[config.mk]
export PLATFORM = sky130hd
export DESIGN_NAME = tl_ul_regfile_slave
export DESIGN_NICKNAME = d
export VERILOG_FILES = /design/src/rtl/tl_ul_regfile_slave.sv
export SDC_FILE = /design/constraint.sdc
export NUM_CORES = 1
export LEC_CHECK = 0
export BUFFER_PORTS_ARGS = -buffer_cell sky130_fd_sc_hd__buf_4
export CAP_MARGIN = 5
export CORE_ASPECT_RATIO = 0.6
export CORE_MARGIN = 2
export CORE_UTILIZATION = 25
export DETAILED_ROUTE_END_ITERATION = 12
export GPL_TIMING_DRIVEN = 0
export HOLD_SLACK_MARGIN = 0.08
export PLACE_DENSITY = 0.51
export SETUP_SLACK_MARGIN = 0.1
export SLEW_MARGIN = 20
export SYNTH_ARGS = -nofsm -noshare
export SYNTH_HDL_FRONTEND = slang
export SYNTH_SLANG_ARGS = --single-unit
[constraint.sdc]
create_clock -name clock -period 3 [get_ports clock]
set_input_delay 0.3 -clock clock [delete_from_list [all_inputs] [get_ports clock]]
set_output_delay 0.3 -clock clock [all_outputs]
set_load 0.03 [all_outputs]
[src/rtl/tl_ul_regfile_slave.sv]
// TileLink-UL slave endpoint backed by a small 32-bit register file.
// It accepts one A-channel request per cycle and answers each one with a
// single in-order D-channel response. The top register is a read-only ID word.
module tl_ul_regfile_slave #(
   parameter int          NREGS    = 16,
   parameter int          ADDR_W   = 14,
   parameter int          SRC_W    = 4,
   parameter logic [31:0] ID_VALUE = 32'h0000_E21A
) (
   input  logic              clock,
   input  logic              reset,
   input  logic              a_valid,
   output logic              a_ready,
   input  logic [2:0]        a_opcode,
   input  logic [2:0]        a_param,
   input  logic [2:0]        a_size,
   input  logic [SRC_W-1:0]  a_source,
   input  logic [ADDR_W-1:0] a_address,
   input  logic [3:0]        a_mask,
   input  logic [31:0]       a_data,
   input  logic              a_corrupt,
   output logic              d_valid,
   input  logic              d_ready,
   output logic [2:0]        d_opcode,
   output logic [1:0]        d_param,
   output logic [2:0]        d_size,
   output logic [SRC_W-1:0]  d_source,
   output logic              d_denied,
   output logic [31:0]       d_data,
   output logic              d_corrupt
);

   localparam int IDX_W = $clog2(NREGS);
   localparam logic [IDX_W-1:0] ID_IDX = IDX_W'(NREGS - 1);

   localparam logic [2:0] OP_PUT_FULL    = 3'd0;
   localparam logic [2:0] OP_PUT_PARTIAL = 3'd1;
   localparam logic [2:0] OP_GET         = 3'd4;
   localparam logic [2:0] D_ACK          = 3'd0;
   localparam logic [2:0] D_ACK_DATA     = 3'd1;

   // The top entry exists only to keep indexing in bounds; reads of it return ID_VALUE.
   logic [31:0]      regs_q [NREGS];

   logic             dValid_q;
   logic [2:0]       dOpcode_q;
   logic [2:0]       dSize_q;
   logic [SRC_W-1:0] dSource_q;
   logic             dDenied_q;
   logic [31:0]      dData_q;
   logic             dCorrupt_q;

   logic [2:0]       dOpcode_d;
   logic [31:0]      dData_d;
   logic             dCorrupt_d;

   logic             fire;
   logic [IDX_W-1:0] idx;
   logic             inRange;
   logic             isGet;
   logic             isPutFull;
   logic             isPut;
   logic [3:0]       laneMask;
   logic             aligned;
   logic             denied;
   logic             writeEn;
   logic [31:0]      readData;
   logic             unusedParam;

   assign unusedParam = ^a_param;

   assign a_ready   = reset & (~dValid_q | d_ready);
   assign fire      = a_valid & a_ready;

   assign idx       = a_address[IDX_W+1:2];
   assign inRange   = (a_address[ADDR_W-1:IDX_W+2] == '0);
   assign isGet     = (a_opcode == OP_GET);
   assign isPutFull = (a_opcode == OP_PUT_FULL);
   assign isPut     = isPutFull | (a_opcode == OP_PUT_PARTIAL);

   assign readData  = (idx == ID_IDX) ? ID_VALUE : regs_q[idx];

   // Byte lanes a full-width access of this size/address would touch, and whether it is aligned.
   always_comb begin
      laneMask = 4'h0;
      aligned  = 1'b0;
      case (a_size)
         3'd0: begin
            laneMask = 4'b0001 << a_address[1:0];
            aligned  = 1'b1;
         end
         3'd1: begin
            laneMask = 4'b0011 << a_address[1:0];
            aligned  = ~a_address[0];
         end
         3'd2: begin
            laneMask = 4'hF;
            aligned  = (a_address[1:0] == 2'b00);
         end
         default: begin
            laneMask = 4'h0;
            aligned  = 1'b0;
         end
      endcase
   end

   assign denied = ~(isGet | isPut)
                 | ~inRange
                 | (a_size > 3'd2)
                 | ~aligned
                 | (isPutFull & (a_mask != laneMask))
                 | (isPut & a_corrupt)
                 | (isPut & (idx == ID_IDX));

   assign writeEn = fire & isPut & ~denied;

   // Build the response payload; unsupported data-bearing opcodes answer with poisoned empty data.
   always_comb begin
      dOpcode_d  = D_ACK;
      dData_d    = 32'h0;
      dCorrupt_d = 1'b0;
      if (isGet) begin
         dOpcode_d  = D_ACK_DATA;
         dData_d    = denied ? 32'h0 : readData;
         dCorrupt_d = denied;
      end else if (isPut) begin
         dOpcode_d  = D_ACK;
      end else if (a_opcode[2]) begin
         dOpcode_d  = D_ACK_DATA;
         dCorrupt_d = 1'b1;
      end
   end

   // Register file update: byte-lane writes land on the accepting edge.
   always_ff @(posedge clock) begin
      if (!reset) begin
         for (int i = 0; i < NREGS; i++) begin
            regs_q[i] <= 32'h0;
         end
      end else if (writeEn) begin
         for (int b = 0; b < 4; b++) begin
            if (a_mask[b]) begin
               regs_q[idx][8*b +: 8] <= a_data[8*b +: 8];
            end
         end
      end
   end

   // Single-entry D output register: load on accept, hold until the consumer takes it.
   always_ff @(posedge clock) begin
      if (!reset) begin
         dValid_q   <= 1'b0;
         dOpcode_q  <= 3'd0;
         dSize_q    <= 3'd0;
         dSource_q  <= '0;
         dDenied_q  <= 1'b0;
         dData_q    <= 32'h0;
         dCorrupt_q <= 1'b0;
      end else if (fire) begin
         dValid_q   <= 1'b1;
         dOpcode_q  <= dOpcode_d;
         dSize_q    <= a_size;
         dSource_q  <= a_source;
         dDenied_q  <= denied;
         dData_q    <= dData_d;
         dCorrupt_q <= dCorrupt_d;
      end else if (d_ready) begin
         dValid_q   <= 1'b0;
      end
   end

   assign d_valid   = dValid_q;
   assign d_opcode  = dOpcode_q;
   assign d_param   = 2'b00;
   assign d_size    = dSize_q;
   assign d_source  = dSource_q;
   assign d_denied  = dDenied_q;
   assign d_data    = dData_q;
   assign d_corrupt = dCorrupt_q;

endmodule
# Yosys cells after proc, flatten, opt, wreduce, memory -nomap -nowiden

Memories as Yosys holds them, arrays and structs flattened.
Cells that the tools add are included.

Register bits after elaboration: 45
RAM bits: 512
Input bits: 68
Output and inout bits: 48
Word-level logic and storage cells: 78
Memories kept: 1

$lt $le $gt $ge: 1
Equal/unequal tests: 6
Shifts and indexed selects: 2
Mux-type cells: 33
Bitwise gates (word level): 22
Reductions and logical operators: 6

Memory list:

| memory | words | width | read ports | clocked after Yosys merged registers in | wr ports | line | text |
|---|---|---|---|---|---|---|---|
| regs_q | 16    | 32    | 1          | 0                                       | 16       | 43   | `logic [31:0] regs_q [NREGS];` |

Operator list:

| cell                  | number |
|---|---|
| $mux W32              | 4 |
| $reduce_or A32 Y1     | 1 |
| $mux W1               | 25 |
| $pmux W4 S3           | 1 |
| $or A1 B1 Y1          | 9 |
| $logic_not A8 Y1      | 1 |
| $mux W4               | 2 |
| $and A1 B1 Y1         | 7 |
| $eq A3 B1 Y1 const B  | 2 |
| $logic_not A3 Y1      | 2 |
| $not A1 Y1            | 6 |
| $eq A4 B4 Y1 const B  | 1 |
| $ne A4 B4 Y1          | 1 |
| $shl A1 B2 Y4 const A | 1 |
| $shl A2 B2 Y4 const A | 1 |
| $eq A3 B2 Y1 const B  | 1 |
| $eq A3 B3 Y1 const B  | 1 |
| $gt A3 B2 Y1 const B  | 1 |
| $pmux W1 S3           | 1 |
| $logic_not A2 Y1      | 1 |
| $reduce_bool A2 Y1    | 1 |

# Longest topological paths before layout

Gate-level depths: netlist (run 1).

Depth after elaboration: 17
Gate-level depth with buffers: 9

# Least setup slack after synthesis (run 1)

Ideal clock, no wire load.

Path kind: input port to flip-flop
Start: in a_address[4]
End: mem regs_q[0][0], enable pin
Arrival: 2.742 ns
Data required time: 2.613 ns
Slack: -0.129 ns
Stages on the path: 8
Cell sequence: clkbuf_1 and2_1 a2111o_1 nor4_1 o2111ai_4 buf_6 clkbuf_1 o31ai_1

RTL lines:

| what        | line | text |
|---|---|---|
| from (decl) | 18   | `input logic [ADDR_W-1:0] a_address,` |
| to (decl)   | 43   |  |

==> metrics, run 1 <==
critical path peak fanout=10; most frequent cells after synthesis=edfxtp_1 (505), nor4_1 (360), clkbuf_1 (182), nand2_1 (158), mux4_2 (153); worst-case clock skew=roughly 0.032 ns; PnR worst setup slack=-0.0391 ns; Avg Vias per Cell=5.80; syn_area_per_cell=14.0 sq um; non-filler instance count after layout=approximately 3.4k; CTS root buffer=clkbuf_16; placed insts=~3.3k; worst hold start=a_data[27]; crit share post-route=1.01; gp weighted congestion=approximately 1.0; clock slew at reported path FFs=0.08 ns; R2R cell count=8; # clock sinks=around 550; Max Slew Vio Count=0; failing checks=negative setup slack; Critical Path Start Type=input port; H-tree levels=2; final core utilization=0.305; worst r2r src=d_valid$_SDFFE_PN0P_; clk_lat worst skew=about 0.65 ns; Detailed Route Iter0 Violations=3591; antenna violations before repair=8; CTS max path bufs=3; Core Area=approximately 100000 sq um; R2R setup slack=0 ns; cell area power density=between 500 and 600 nW/um^2; Static Leak=about 9.6 nW; CP startpoint=a_mask[0]; number of global-route vias before repair=about 19k; WHS Path Cells=3; gr usage total=0.210; Synth async-reset ratio=0; RR Endpoint=regs_q[14][23]$_SDFFCE_PN0P_; layout cells sized above 1=0.263; residual DRC count=0; most frequent CP cell=buf_4; Slew headroom=0.193; peak supply drop=between 0.4 and 0.5 mV; internal power=~13 mW; dpl ws=-1.51 ns; TNS Setup=-0.0391 ns; Top Layer Used=met5; Max Freq=around 330 MHz; Sw Pwr=around 4.7 mW; Seq pwr share=0.502; Final Instance Area=roughly 30000 sq um; initial core utilization=0.253; cell row count=90; ys flop type=edfxtp_1; die span in x=417 um; Tot Pwr=between 15 and 20 mW; Final Hold Fails=0; fin crit period=3.04 ns; largest cells by area after synthesis=edfxtp_1 (59%), mux4_2 (13%), nor4_1 (8.8%), dfxtp_1 (3.4%), clkbuf_1 (2.7%); Crit. End Element=flip-flop; crit-path max cell delay=approximately 0.9 ns; post-synth top area cell=edfxtp_1; Yosys reg bits=about 550; Unique masters post-synth=46; Syn Std Cell Area=around 26000 sq um; WS Path Type=in -> reg; Worst EP arrival=approximately 3.3 ns; EDFF count, synth=a little over 500; Hold/Removal Path Class=in -> reg; Avg WL per Cell=32.7 um; die area=approximately 110000 sq um; Post-DP Area=about 29000 sq um; final setup fails=1; Synth top area share=0.592; top-level port count=approximately 120; Critical Path RT=3.30 ns; switch share=0.271; Ys Warns=0; Comb power frac=0.112; metal2 WL=42100 um; most frequent cell after synthesis=edfxtp_1; Hold Path Sink=regs_q[3][27]$_SDFFCE_PN0P_; pin count of the biggest net entering global routing=16; worst-margin pin slew=~1.2 ns; gr ovfl total=0; part of the Yosys area used for sequential elements=0.626; clock share of power=0.386; first drt pass iteration count=8; CP max stage cell=nor4_1; ANT nets after route=0; Die Ht=about 250 um; met1 WL=between 40000 and 50000 um; CTS tree=done; WL met3=21500 um; first-pass GRT wire length=about 150000 um; Syn Inst Count=roughly 1.8k; cells along the critical path=buf_4, inv_1, nor3_1, o21ai_0, o2111ai_4, buf_12, buf_6, buf_4, nor4_1; final wirelength=around 110000 um; # nets final=roughly 2.1k; DR vias=between 20k and 25k; Hold WS=about 0.078 ns; IO Port Bufs=a little over 100; CTS Buf Count=51; Synth-to-Final Area Change=20.5%; Detailed Place HPWL=84800 um; status=finished with violations; maxcap violations=0
sequential cells by signal (all words and copies together), names as in the netlist:
name and cells:
d_corrupt 1, d_data 32, d_denied 1, d_opcode 1, d_size 3, d_source 4, d_valid 1, regs_q 505
cell type report:
class,count,area (sq um)
Antenna cell,1,2.50
Buffer,255,1200
Clock buffer,72,1390
Clock inverter,24,213
Fill cell,10100,70200
Inverter,34,129
Multi-Input combinational cell,1022,8840
Sequential cell,548,16000
Tap cell,1334,1670
Timing Repair Buffer,159,1390
worst max path at each step:
| stage | end | slack (ns) |
|---|---|---|
| 2_1_floorplan | regs_q[0][0]$_SDFFCE_PN0P_ | -0.13 |
| 3_3_place_gp | regs_q[13][1]$_SDFFCE_PN0P_ | -2.18 |
| 3_5_place_dp | regs_q[4][13]$_SDFFCE_PN0P_ | -1.51 |
| 4_1_cts | regs_q[14][29]$_SDFFCE_PN0P_ | 0.07 |
| 5_1_grt | regs_q[14][23]$_SDFFCE_PN0P_ | -0.04 |
| 6_report | regs_q[14][23]$_SDFFCE_PN0P_ | -0.04 |
power by group through the flow:
stage               logic [mW]  clock network (mW)  registers [mW]
floorplan                0.895                   0            8.81
global placement          1.70                   0            8.82
detailed placement        1.77                   0            8.83
CTS                       1.84                6.63            8.66
global route              1.97                6.93            8.68
finish                    1.93                6.66            8.66
cells in the final DEF, fill, tap and decap left out, types with 7 or more instances in the layout:
cell / n
nand2_1: 157
nor4_2: 31
o31ai_4: 12
o21ai_1: 17
clkbuf_16: 51
nand3_1: 17
mux2i_1: 7
buf_12: 10
nor2_1: 14
clkbuf_1: 168
nor3_1: 98
dfxtp_1: 43
edfxtp_1: 505
buf_4: 141
conb_1: 29
clkinv_2: 9
o21ai_4: 12
nor4_1: 356
clkinv_1: 7
o21ai_0: 42
dlygate4sd3_1: 13
o21ai_2: 19
inv_1: 33
buf_2: 45
buf_6: 17
a32o_1: 7
mux4_2: 153
clkbuf_2: 30
what timing repair did:
action,CTS,global route
hold endpoints to repair,17,0
endpoints found under the setup margin,576,291
buffers inserted,11,1
gates cloned,0,0
pin swaps,11,1
resized for setup,58,28
hold buffers,13,0
critical path: cells and delay by family:
family / cells / cell delay, ns
AOI/OAI and AO/OA: 2 / 0.53
and+or+nand+nor: 2 / 1.09
buffers and inverters: 5 / 1.37
layer usage:
metal / up-vias / track usage
li1: 7850 / -
met1: 10300 / 0.306
met2: 1691 / 0.262
met4: 8 / 0.0337
met3: 152 / 0.122
met5: - / 0.0133
cell families after synthesis:
group                     after synthesis  synth area share
DFF                                   548             0.626
other                                   1          0.000146
AOI/OAI and AO/OA                     126            0.0294
xor gates and xnor gates                1          0.000342
buffers and inverters                 289            0.0495
and+or+nand+nor                       706             0.157
muxes                                 160             0.137
No activity file was read; power rests on OpenSTA's default activity.
==> run 2, diff against run 1 <==
Settings changed: REMOVE_ABC_BUFFERS set to 1.
==> run 2 against run 1 <==
  * The run now ends clean
  * Non-clock buffer count shrank 173
  * Sequential share of layout area fell by 1.0 points
  * Combinational power is 13% lower
  * Clock skew is 0.011 ns lower
  * Hold slack better by 0.038 ns
  * Count of clock-buffer cells in the layout fell by 3
  * Critical path depth up 3
  * Core utilization is 0.62 points higher
  * Register-to-register slack better by 0.13 ns
  * First-iteration DRC count decreased by 48%
==> metrics, run 2 (synthesis results as in run 1) <==
status=completed (was finished with violations); final core utilization=0.312 (was 0.305); R2R cell count=12 (was 8); die span in x=417 um (unchanged); Post-DP Area=28700 sq um (was 28600 sq um); worst-margin pin slew=1.01 ns (was 1.21 ns); number of global-route vias before repair=17.5k (was 18.8k); residual DRC count=0 (unchanged); Max Freq=349 MHz (was 329 MHz); Worst setup endpoint=regs_q[1][12]$_SDFFCE_PN0P_ (was regs_q[14][23]$_SDFFCE_PN0P_); gr ovfl total=0 (unchanged); first-pass GRT wire length=118000 um (was 153000 um); commonest non-fill, non-tap cell in the layout=edfxtp_1 (unchanged); Die Ht=252 um (unchanged); RSZ-0062 raised after global routing=yes; Hold/Removal Path Class=in -> reg (unchanged); Top Layer Used=met4 (was met5); TNS Setup=0 ns (was -0.0391 ns); Worst EP arrival=3.31 ns (was 3.34 ns); DR vias=17.5k (was 20.0k); # nets final=1968 (was 2139); CTS max path bufs=3 (unchanged); cell area power density=558 nW/um^2 (was 559 nW/um^2); Avg Vias per Cell=5.35 (was 5.80); CTS root buffer=clkbuf_16 (unchanged); ANT nets after route=0 (unchanged); max reg flops=505 (unchanged); Synth-to-Final Area Change=23.0% (was 20.5%); Avg WL per Cell=24.7 um (was 32.7 um); Critical Path RT=3.45 ns (was 3.30 ns); metal2 WL=36200 um (was 42100 um); crit share post-route=0.955 (was 1.01); H-tree levels=2 (unchanged); final setup fails=0 (was 1); critical path peak fanout=26 (was 10); gr usage total=0.151 (was 0.210); largest reg by FF count=regs_q (unchanged); n_diodes=0 (was 1); Final Instance Area=31500 sq um (was 30900 sq um); most frequent CP cell=buf_16 (was buf_4); Critical Path Start Type=flip-flop (was input port); CTS tree=done (unchanged); Detailed Route Iter0 Violations=1863 (was 3591); WL met3=6400 um (was 21500 um); met1 WL=36300 um (was 47300 um); worst-case clock skew=0.0213 ns (was 0.0324 ns); RR Endpoint=regs_q[1][12]$_SDFFCE_PN0P_ (was regs_q[14][23]$_SDFFCE_PN0P_); worst r2r src=d_valid$_SDFFE_PN0P_ (unchanged); IO Port Bufs=108 (was 101); Crit. End Element=flip-flop (unchanged); WS Path Type=reg -> reg (was in -> reg); Detailed Place HPWL=51700 um (was 84800 um); final wirelength=80900 um (was 113000 um); Core Area=101000 sq um (unchanged); cell row count=90 (unchanged); placed insts=3128 (was 3326); Static Leak=9.99 nW (was 9.60 nW); cells along the critical path=nand2b_4, nand3_4, nor4_4, o2111ai_4, clkbuf_16, buf_16, buf_16, buf_16, buf_16, buf_16, clkbuf_16, nor4_2 (was buf_4, inv_1, nor3_1, o21ai_0, o2111ai_4, buf_12, buf_6, buf_4, nor4_1); non-filler instance count after layout=3279 (was 3449); # clock sinks=548 (unchanged); clock slew at reported path FFs=0.07 ns (was 0.08 ns); Tot Pwr=17.6 mW (was 17.3 mW); top-level port count=116 (unchanged); maxcap violations=0 (unchanged); # fillers=9869 (was 10.1k); gp weighted congestion=0.743 (was 1.03); crit-path max cell delay=0.42 ns (was 0.89 ns); commonest non-fill, non-tap cells in the layout=edfxtp_1 (505), nor4_1 (338), mux4_2 (153) (was edfxtp_1 (505), nor4_1 (356), clkbuf_1 (168)); CP startpoint=d_valid$_SDFFE_PN0P_ (was a_mask[0]); R2R setup slack=0.13 ns (was 0 ns); initial core utilization=0.253 (unchanged); CTS Buf Count=53 (was 51); worst hold start=a_data[24] (was a_data[27]); Max Slew Vio Count=0 (unchanged); first drt pass iteration count=6 (was 8); area of the multi-input gates=8990 sq um (was 8840 sq um); Final Hold Fails=0 (unchanged); die area=105000 sq um (unchanged); pin count of the biggest net entering global routing=85 (was 16); Slew headroom=0.321 (was 0.193); peak supply drop=0.410 mV (was 0.476 mV); layout cells sized above 1=0.284 (was 0.263); clk_lat worst skew=0.63 ns (was 0.65 ns); register area=16000 sq um (unchanged); CP max stage cell=nor4_4 (was nor4_1); antenna violations before repair=0 (was 8); fin crit period=2.87 ns (was 3.04 ns)
[run 2: cell count changes in the layout (fill, tap and decap cells not counted), moves of 18 or more]
cell | before | now
buf_2 | 45 | 0
dlygate4sd3_1 | 13 | 37
clkbuf_2 | 30 | 0
nor4_1 | 356 | 338
buf_16 | 1 | 29
clkbuf_1 | 168 | 12
[run 2: layout make-up]
type | instances | area share
Sequential cell | 548 | 0.509
Clock inverter | 31 | 0.0126
Tap cell | 1334 | 0.0530
Clock buffer | 69 | 0.0457
Timing Repair Buffer | 241 | 0.0900
Inverter | 34 | 0.00405
Multi-Input combinational cell | 1022 | 0.286
[run 2: worst min path at each step]
stage,endpoint,slack (ns),depth (start not counted)
after CTS,regs_q[3][24]$_SDFFCE_PN0P_,0.08,3
final,regs_q[3][24]$_SDFFCE_PN0P_,0.12,3
after floorplan,d_size[0]$_SDFFE_PN0P_,0.40,2
after global placement,d_data[18]$_SDFFE_PN0P_,0.44,2
after global routing,regs_q[3][24]$_SDFFCE_PN0P_,0.10,3
after detailed placement,d_corrupt$_SDFFE_PN0P_,0.45,2
[run 2: per-layer routing]
layer,track usage,vias to the layer above
li1,-,7503
met1,0.221,9083
met2,0.227,844
met3,0.0281,109
met4,0.0394,0
met5,0,-
[run 2: what timing repair did]
item,in CTS,in global routing
pin swaps,6,9
hold buffers,37,0
endpoints found under the setup margin,991,304
cloned,2,2
gates resized for setup,26,36
buffers inserted,7,3
endpoints found under the hold margin,75,0
[run 2: worst max-delay path: cells and delay by family (launching register included)]
kind	cells	cell delay, ns
AOI/OAI and AO/OA	1	0.18
DFF	1	0.34
buffers and inverters	7	1.23
and+or+nand+nor	4	0.91
[run 2: metrics by stage]
stage | hold slack (ns) | setup WS (ns)
final | 0.116 | 0.135
after global routing | 0.104 | 0.0551
after CTS | 0.0849 | 0.109
after detailed placement | 0.445 | -2.09
after global placement | 0.435 | -12.24
after floorplan | 0.399 | -7.03
[run 2: power by group]
| part | leakage (nW) | internal, mW | switching (mW) |
|---|---|---|---|
| combinational | 3.58 | 0.601 | 1.07 |
| clock | 0.896 | 4.10 | 3.13 |
| sequential | 5.51 | 8.58 | 0.0721 |
| total | 9.99 | 13.3 | 4.28 |
